$ cat config.mk
export PLATFORM = sky130hd
export DESIGN_NAME = sha256_message_schedule_flat
export DESIGN_NICKNAME = d
export VERILOG_FILES = /design/src/rtl/sha256_message_schedule_if.sv /design/src/rtl/sha256_message_schedule.sv /design/src/flat_wrapper.sv
export SDC_FILE = /design/constraint.sdc
export NUM_CORES = 2
export LEC_CHECK = 0
export BUFFER_PORTS_ARGS = -buffer_cell sky130_fd_sc_hd__clkbuf_2
export CAP_MARGIN = 30
export CORE_MARGIN = 1.5
export CORE_UTILIZATION = 56
export CTS_CLUSTER_DIAMETER = 60
export CTS_CLUSTER_SIZE = 14
export DETAILED_ROUTE_END_ITERATION = 10
export PLACE_DENSITY = 0.85
export SYNTH_ARGS = -nofsm -noshare
export SYNTH_HDL_FRONTEND = slang
export SYNTH_SLANG_ARGS = --single-unit
$ cat constraint.sdc
create_clock -name clk -period 26.3 [get_ports clk]
set_clock_uncertainty 0.05 [all_clocks]
set_input_delay 5.26 -clock clk [delete_from_list [all_inputs] [get_ports clk]]
set_output_delay 5.26 -clock clk [all_outputs]
set_load 0.02 [all_outputs]
$ cat src/rtl/sha256_message_schedule_if.sv
// Block-in / word-out bus of the SHA-256 message schedule.
//   data_in[511:0], data_in_last, data_in_valid, data_in_ready : padded block handshake
//   data_out[31:0], data_out_index[5:0], data_out_last,
//   data_out_valid, data_out_ready                             : schedule word handshake
// master: upstream/downstream side (feeds blocks, takes words); slave: the schedule engine.
interface sha256_message_schedule_if;
  logic [511:0] data_in;
  logic         data_in_last;
  logic         data_in_valid;
  logic         data_in_ready;
  logic [31:0]  data_out;
  logic [5:0]   data_out_index;
  logic         data_out_last;
  logic         data_out_valid;
  logic         data_out_ready;

  modport master (
    output data_in, data_in_last, data_in_valid, data_out_ready,
    input  data_in_ready, data_out, data_out_index, data_out_last, data_out_valid
  );

  modport slave (
    input  data_in, data_in_last, data_in_valid, data_out_ready,
    output data_in_ready, data_out, data_out_index, data_out_last, data_out_valid
  );
endinterface

$ cat src/rtl/sha256_message_schedule.sv
// SHA-256 message schedule: takes one padded 512-bit block and streams
// W[0..ROUNDS-1], one 32-bit word per output handshake, with a 16-word
// sliding window. The block-level last flag rides on W[ROUNDS-1].
// Ports:
//   clk  : rising-edge clock
//   rst  : asynchronous active-high reset
//   bus  : sha256_message_schedule_if.slave (block in, word out)
// Build option:
//   MSG_SCHED_PRELOAD_EN - accept the next block on the same edge that
//   W[ROUNDS-1] leaves, removing the one-cycle idle bubble between blocks.
module sha256_message_schedule #(
  parameter int unsigned ROUNDS = 64
) (
  input logic                      clk,
  input logic                      rst,
  sha256_message_schedule_if.slave bus
);

  localparam int unsigned WIN    = 16;
  localparam int unsigned WORD_W = 32;
  localparam logic [5:0]  T_LAST = 6'(ROUNDS - 1);

  typedef enum logic {IDLE, EXPAND} state_e;

  state_e            state_q, state_d;
  logic [WORD_W-1:0] w_q [WIN];
  logic [5:0]        t_q, t_d;
  logic              last_q, last_d;
  logic              valid_q, olast_q, in_ready_q;
  logic              in_ready_c, in_hs_c, out_hs_c, load_c, shift_c;
  logic [WORD_W-1:0] w_new_c;

  function automatic logic [WORD_W-1:0] sig0(input logic [WORD_W-1:0] x);
    return {x[6:0], x[31:7]} ^ {x[17:0], x[31:18]} ^ (x >> 3);
  endfunction

  function automatic logic [WORD_W-1:0] sig1(input logic [WORD_W-1:0] x);
    return {x[16:0], x[31:17]} ^ {x[18:0], x[31:19]} ^ (x >> 10);
  endfunction

  // Input readiness: registered idle flag, optionally opened on the final word's handshake
`ifdef MSG_SCHED_PRELOAD_EN
  assign in_ready_c = in_ready_q ||
                      ((state_q == EXPAND) && (t_q == T_LAST) && bus.data_out_ready);
`else
  assign in_ready_c = in_ready_q;
`endif

  assign in_hs_c  = bus.data_in_valid && in_ready_c;
  assign out_hs_c = valid_q && bus.data_out_ready;

  // Next window word, modulo 2^32
  assign w_new_c = sig1(w_q[14]) + w_q[9] + sig0(w_q[1]) + w_q[0];

  // Next-state and datapath control
  always_comb begin
    state_d = state_q;
    t_d     = t_q;
    last_d  = last_q;
    load_c  = 1'b0;
    shift_c = 1'b0;
    case (state_q)
      IDLE: begin
        if (in_hs_c) begin
          load_c  = 1'b1;
          t_d     = '0;
          last_d  = bus.data_in_last;
          state_d = EXPAND;
        end
      end
      EXPAND: begin
        if (out_hs_c) begin
          shift_c = 1'b1;
          if (t_q == T_LAST) begin
            // in_hs_c can only be high here when the preload path is built in
            if (in_hs_c) begin
              load_c = 1'b1;
              t_d    = '0;
              last_d = bus.data_in_last;
            end else begin
              t_d     = '0;
              state_d = IDLE;
            end
          end else begin
            t_d = t_q + 6'd1;
          end
        end
      end
      default: state_d = IDLE;
    endcase
  end

  // State, counter and registered handshake outputs
  always_ff @(posedge clk or posedge rst) begin
    if (rst) begin
      state_q    <= IDLE;
      t_q        <= '0;
      last_q     <= 1'b0;
      valid_q    <= 1'b0;
      olast_q    <= 1'b0;
      in_ready_q <= 1'b0;
    end else begin
      state_q    <= state_d;
      t_q        <= t_d;
      last_q     <= last_d;
      valid_q    <= (state_d == EXPAND);
      olast_q    <= (state_d == EXPAND) && last_d && (t_d == T_LAST);
      in_ready_q <= (state_d == IDLE);
    end
  end

  // Sliding window: parallel load of a new block, or shift-in of the next word
  always_ff @(posedge clk or posedge rst) begin
    if (rst) begin
      for (int i = 0; i < WIN; i++) w_q[i] <= '0;
    end else if (load_c) begin
      for (int i = 0; i < WIN; i++) w_q[i] <= bus.data_in[511 - 32*i -: 32];
    end else if (shift_c) begin
      for (int i = 0; i < WIN - 1; i++) w_q[i] <= w_q[i+1];
      w_q[WIN-1] <= w_new_c;
    end
  end

  assign bus.data_in_ready  = in_ready_c;
  assign bus.data_out       = w_q[0];
  assign bus.data_out_index = t_q;
  assign bus.data_out_last  = olast_q;
  assign bus.data_out_valid = valid_q;

endmodule

$ cat src/flat_wrapper.sv
// flat-port wrapper written by rule: the top's interface ports become plain ports
module sha256_message_schedule_flat 
#(
  parameter int unsigned ROUNDS = 64
)
  (clk, rst, bus_data_in, bus_data_in_last, bus_data_in_valid, bus_data_out_ready, bus_data_in_ready, bus_data_out, bus_data_out_index, bus_data_out_last, bus_data_out_valid);
  sha256_message_schedule_if bus_i ();
  input logic clk;
  input logic rst;
  input wire logic [$bits(bus_i.data_in)-1:0] bus_data_in;
  input wire logic [$bits(bus_i.data_in_last)-1:0] bus_data_in_last;
  input wire logic [$bits(bus_i.data_in_valid)-1:0] bus_data_in_valid;
  input wire logic [$bits(bus_i.data_out_ready)-1:0] bus_data_out_ready;
  output wire logic [$bits(bus_i.data_in_ready)-1:0] bus_data_in_ready;
  output wire logic [$bits(bus_i.data_out)-1:0] bus_data_out;
  output wire logic [$bits(bus_i.data_out_index)-1:0] bus_data_out_index;
  output wire logic [$bits(bus_i.data_out_last)-1:0] bus_data_out_last;
  output wire logic [$bits(bus_i.data_out_valid)-1:0] bus_data_out_valid;
  assign bus_i.data_in = bus_data_in;
  assign bus_i.data_in_last = bus_data_in_last;
  assign bus_i.data_in_valid = bus_data_in_valid;
  assign bus_i.data_out_ready = bus_data_out_ready;
  assign bus_data_in_ready = bus_i.data_in_ready;
  assign bus_data_out = bus_i.data_out;
  assign bus_data_out_index = bus_i.data_out_index;
  assign bus_data_out_last = bus_i.data_out_last;
  assign bus_data_out_valid = bus_i.data_out_valid;
  sha256_message_schedule #(.ROUNDS(ROUNDS)) u_core (.clk(clk), .rst(rst), .bus(bus_i));
endmodule
### Word level (Yosys, flattened, before mapping)

Cells that the tools add are included.

* bits in registers: 522
* latch bits: 0
* memory bits (writable): 0
* ROM bits: 0
* word-level logic and storage cells: 57
* memories: 0

* add/subtract/negate cells: 4
* multipliers: 0
* div/mod/pow operators: 0
* order comparisons: 0
* eq/ne operators: 2
* shift-type cells: 0
* mux-type cells: 19
* bitwise operators: 6
* reduce and logical (&&, ||, !) cells: 5

Operator list (number)
* 512-bit two-way mux: 2
* 32-bit adder: 3
* 32-bit bitwise XOR: 2
* 32-bit by 22-bit bitwise XOR with 32-bit output: 1
* 32-bit by 29-bit bitwise XOR with 32-bit output: 1
* 6-bit two-way mux: 3
* 6-bit equality test, second input constant: 2
* 6-bit one-hot mux with 2 select lines: 1
* 1-bit two-way mux: 10
* 6-bit by 1-bit adder with 6-bit output, second input constant: 1
* 1-bit one-hot mux with 2 select lines: 3
* 1-bit logical AND: 4
* 1-bit inverter: 2
* 2-bit nonzero test: 1

### Longest topological paths before layout

* depth in word-level cells: 7
* gate-level depth with buffers: 17
* gate-level depth less buffers: 15

### Least setup slack after synthesis

No wires, ideal clock.

* kind: input to register
* from: in bus_data_out_ready
* to: reg u_core.w_q[31] (netlist bit)
* setup time: 123 ps
* arrival time: 6565 ps
* required time: 26127 ps
* slack: 19562 ps
* stages on the path: 9
* path buffers: 1
* cell sequence: and3_1 -> and3_1 -> nand3_2 -> a21oi_2 -> buf_4 -> nor2_2 -> o211ai_1 -> a211oi_1 -> nor2_1

* cells in the longest elaborated chain, start to end: 4
* elaborated cells on any way between the ends: 7
* classes of those cells: mux (5); reduce/logical (2)

Ends and longest elaborated chain
* from (decl): line flat_wrapper.sv:13 `input wire logic [$bits(bus_i.data_out_ready)-1:0] bus_data_out_ready;`
* 1-bit logical AND (*): line sha256_message_schedule.sv:50 `assign out_hs_c = valid_q && bus.data_out_ready;`
* 1-bit two-way mux: line sha256_message_schedule.sv:72 `if (out_hs_c) begin`
* 1-bit one-hot mux with 2 select lines / 1-bit two-way mux (equally long branches): line sha256_message_schedule.sv:62 `case (state_q)`
* 512-bit two-way mux / 2-bit nonzero test (equally long branches)
* to (signal, indexed assignment): line sha256_message_schedule.sv:120 `w_q[WIN-1] <= w_new_c;`
* to (decl): line sha256_message_schedule.sv:26 `logic [WORD_W-1:0] w_q [WIN];`

Mark *: on every way between the ends. The rest lies on a longest branch, timed or not.
A chain may end at the register's enable or synchronous reset.

### Worst setup path in the final report

* from: in bus_data_out_ready
* to: reg u_core.w_q[342] (netlist bit)

Same word-level chain as after synthesis.

==> impl_metrics.py <==
metrics = {
    "run_status": {
        "status": "complete, no violations",
    },
    "synth": {
        "synth_edf_count": 0,
        "netlist_top_cells_area": "dfrtp_1, nand2_1, a31oi_1",
        "ys_types": 52,
        "synth_common_cells": "nand2_1, dfrtp_1, nor2_1",
        "syn_area_sq_um": 28200,
        "synth_top_area_share_pct": 46.3,
        "syn_avg_cell_area_sq_um": 8.18,
        "synth_adder_area_share_pct": 5.82,
        "synth_area_leader_cell": "dfrtp_1",
        "ys_async_sr_fraction_pct": 100,
        "yosys_warnings": 0,
        "synth_fp_nets": 4061,
        "synth-xor-area-share_pct": 4.62,
        "ys.flop_type": "dfrtp_1",
        "synthMuxAreaShare_pct": 0.111,
        "ys_seq_area_share_pct": 46.3,
        "yosysMostFrequentCell": "nand2_1",
        "synth-compound-area-share_pct": 14.2,
        "synth_seq_cells": 522,
        "synth_top_family_by_area": "simple AND/OR/NAND/NOR gates",
        "synth-simple-area-share_pct": 21.6,
        "syn_inst": 3450,
    },
    "route": {
        "avgViaCountPerCell": 5.81,
        "drt_wl_total_um": 97400,
        "wl_per_cell_um": 21.8,
        "drc_errors": 0,
        "drtAntennaViolNets": 0,
        "initialDrtViolationCount": 3518,
        "drt-pass1-iter-count": 8,
        "vias": 25900,
    },
    "final_layout": {
        "finalNetCount": 4376,
        "final_layout_size_suffix_gt1_share_pct": 17.4,
        "area_growth_pct": 13.5,
        "multi_input_area_sq_um": 13100,
        "seqCellArea_sq_um": 13100,
        "fillCellCount": 4290,
        "finalInstanceArea_sq_um": 32000,
    },
    "sta": {
        "max_freq_mhz": 111,
        "finalHoldViolCount": 0,
        "finalCritPeriodShare_pct": 34.1,
        "relSlewSlack_pct": 25.1,
        "fin_tns_setup_ns": 0,
        "min_period_ns": 8.97,
        "slew_violations": 0,
        "setup_viol": 0,
        "max_slew.worst_pin.slew_ns": 1.12,
        "rsz0062_at_grt": "false",
    },
    "global_routing": {
        "antenna_found_initial": 13,
        "grt_pass1_vias": 23700,
        "grt_max_degree": 242,
        "grt_pass1_wl_um": 142000,
        "track_usage_pct": 36.9,
        "grt_overflow": 0,
    },
    "place": {
        "place.port_buffers": 557,
        "dpl.hpwl_um": 72800,
        "place.gp.congestion": 0.961,
        "dpl_cell_area_sq_um": 30500,
    },
    "clocking": {
        "cts.clk_slew.worst_paths_ns": 0.06,
        "clockRootBuffer": "clkbuf_16",
        "cts_resized": 0,
        "cts_made_buffers": 48,
        "tritoncts": "done",
        "clock_latency_ns": 0.59,
        "max-clock-path-buffers": 3,
        "cts_sinks": 522,
        "hold_buffers": 0,
        "post-cts-setup-buffers": 0,
        "htreeDepth": 2,
    },
    "floorplanning": {
        "start_util_pct": 56.5,
        "core-area_sq_um": 50000,
        "die_w_um": 227,
        "dieArea_sq_um": 51700,
        "die_y_um": 227,
        "std_cell_rows": 82,
        "io_pins": 558,
    },
    "critical_path": {
        "cp_max_fo": 94,
        "crit_required_ns": 26.77,
        "startpoint_type": "primary input",
        "crit_type": "in -> reg",
        "critical_path.endpoint_type": "flop",
        "arrival_ns": 9.44,
    },
    "run": {
        "drv_cap": 0,
    },
    "hold_path": {
        "min_path_type": "reg -> reg",
    },
}
[layer usage]
metal  track usage, %  up-vias  part of all wire (%)
li1                 -    11900                     -
met1             50.7    12400                    40
met2             56.7     1399                    46
met3             7.56      228                   9.9
met4             16.6        8                   4.5
met5                0        -                 0.060
[path summary, 6_finish.rpt]
| kind | start | end | slack [ns] | cells after the start |
|---|---|---|---|---|
| worst min register to register | u_core.last_q | u_core.last_q | 0.43 | 2 |
| worst max-delay path | bus_data_out_ready | u_core.w_q[342] | 17.33 | 10 |
| min in group asynchronous | rst | u_core.w_q[448] | 4.78 | 2 |
| worst max register to register | u_core.state_q | u_core.w_q[342] | 21.36 | 9 |
| worst min-delay path | u_core.last_q | u_core.last_q | 0.43 | 2 |
| max in group asynchronous | rst | u_core.w_q[233] | 18.59 | 6 |
[layout by cell type, fill, tap and decap left out, types with 11 or more instances in the layout]
cell,n
nor2_1,520
xnor2_1,123
ha_1,32
buf_4,16
fa_1,62
xor2_1,26
o21ai_0,29
a21oi_1,59
clkbuf_16,48
dfrtp_1,522
clkbuf_2,557
a31oi_1,487
diode_2,11
nand2_1,1029
inv_1,127
[layout make-up]
class | count | area share [%]
Antenna cell | 11 | 0.0860
Clock buffer | 52 | 3.89
Clock inverter | 13 | 0.387
Inverter | 128 | 1.52
Multi-Input combinational cell | 2483 | 40.9
Sequential cell | 522 | 40.8
Tap cell | 672 | 2.63
Timing Repair Buffer | 582 | 9.76
[critical path: stages]
cell and delay [ns]:
clkbuf_2 0.15, and3_1 0.18, and3_1 0.23, nand3_2 0.14, a21oi_4 0.44, buf_4 0.77, buf_4 0.88, buf_4 0.86
nand2_1 0.15, a31oi_1 0.23
[state kept, by name (all words and copies together), names as in the netlist]
signal                     cells
u_core.w_q                   480
u_core.bus.data_out           32
u_core.bus.data_out_index      6
u_core.bus.data_in_ready       1
u_core.bus.data_out_last       1
u_core.last_q                  1
u_core.state_q                 1
[logic make-up (layout without fill, tap and decap cells)]
group | after synthesis | after routing
other | 0 | 11
AND/OR/NAND/NOR | 1591 | 1591
multiplexers | 3 | 3
buffers and inverters | 445 | 775
flip-flops | 522 | 522
adder cells (fa/ha/maj) | 94 | 94
AO/OA/AOI/OAI | 646 | 646
XOR/XNOR | 149 | 149
[through the flow]
stage	utilization, %	setup slack (ns)	hold WS, ns	instances
4_1_cts	63.9	17.34	0.434	4449
2_1_floorplan	-	6.41	0.384	3450
3_3_place_gp	61.0	16.88	0.413	4382
3_5_place_dp	61.1	16.76	0.419	4384
5_1_grt	64.1	17.02	0.451	4459
6_report	64.1	17.33	0.432	4463
Power is left out: the tool's default activity adds up to more than one toggle a clock period on the data nets, which glitch-free logic cannot reach.
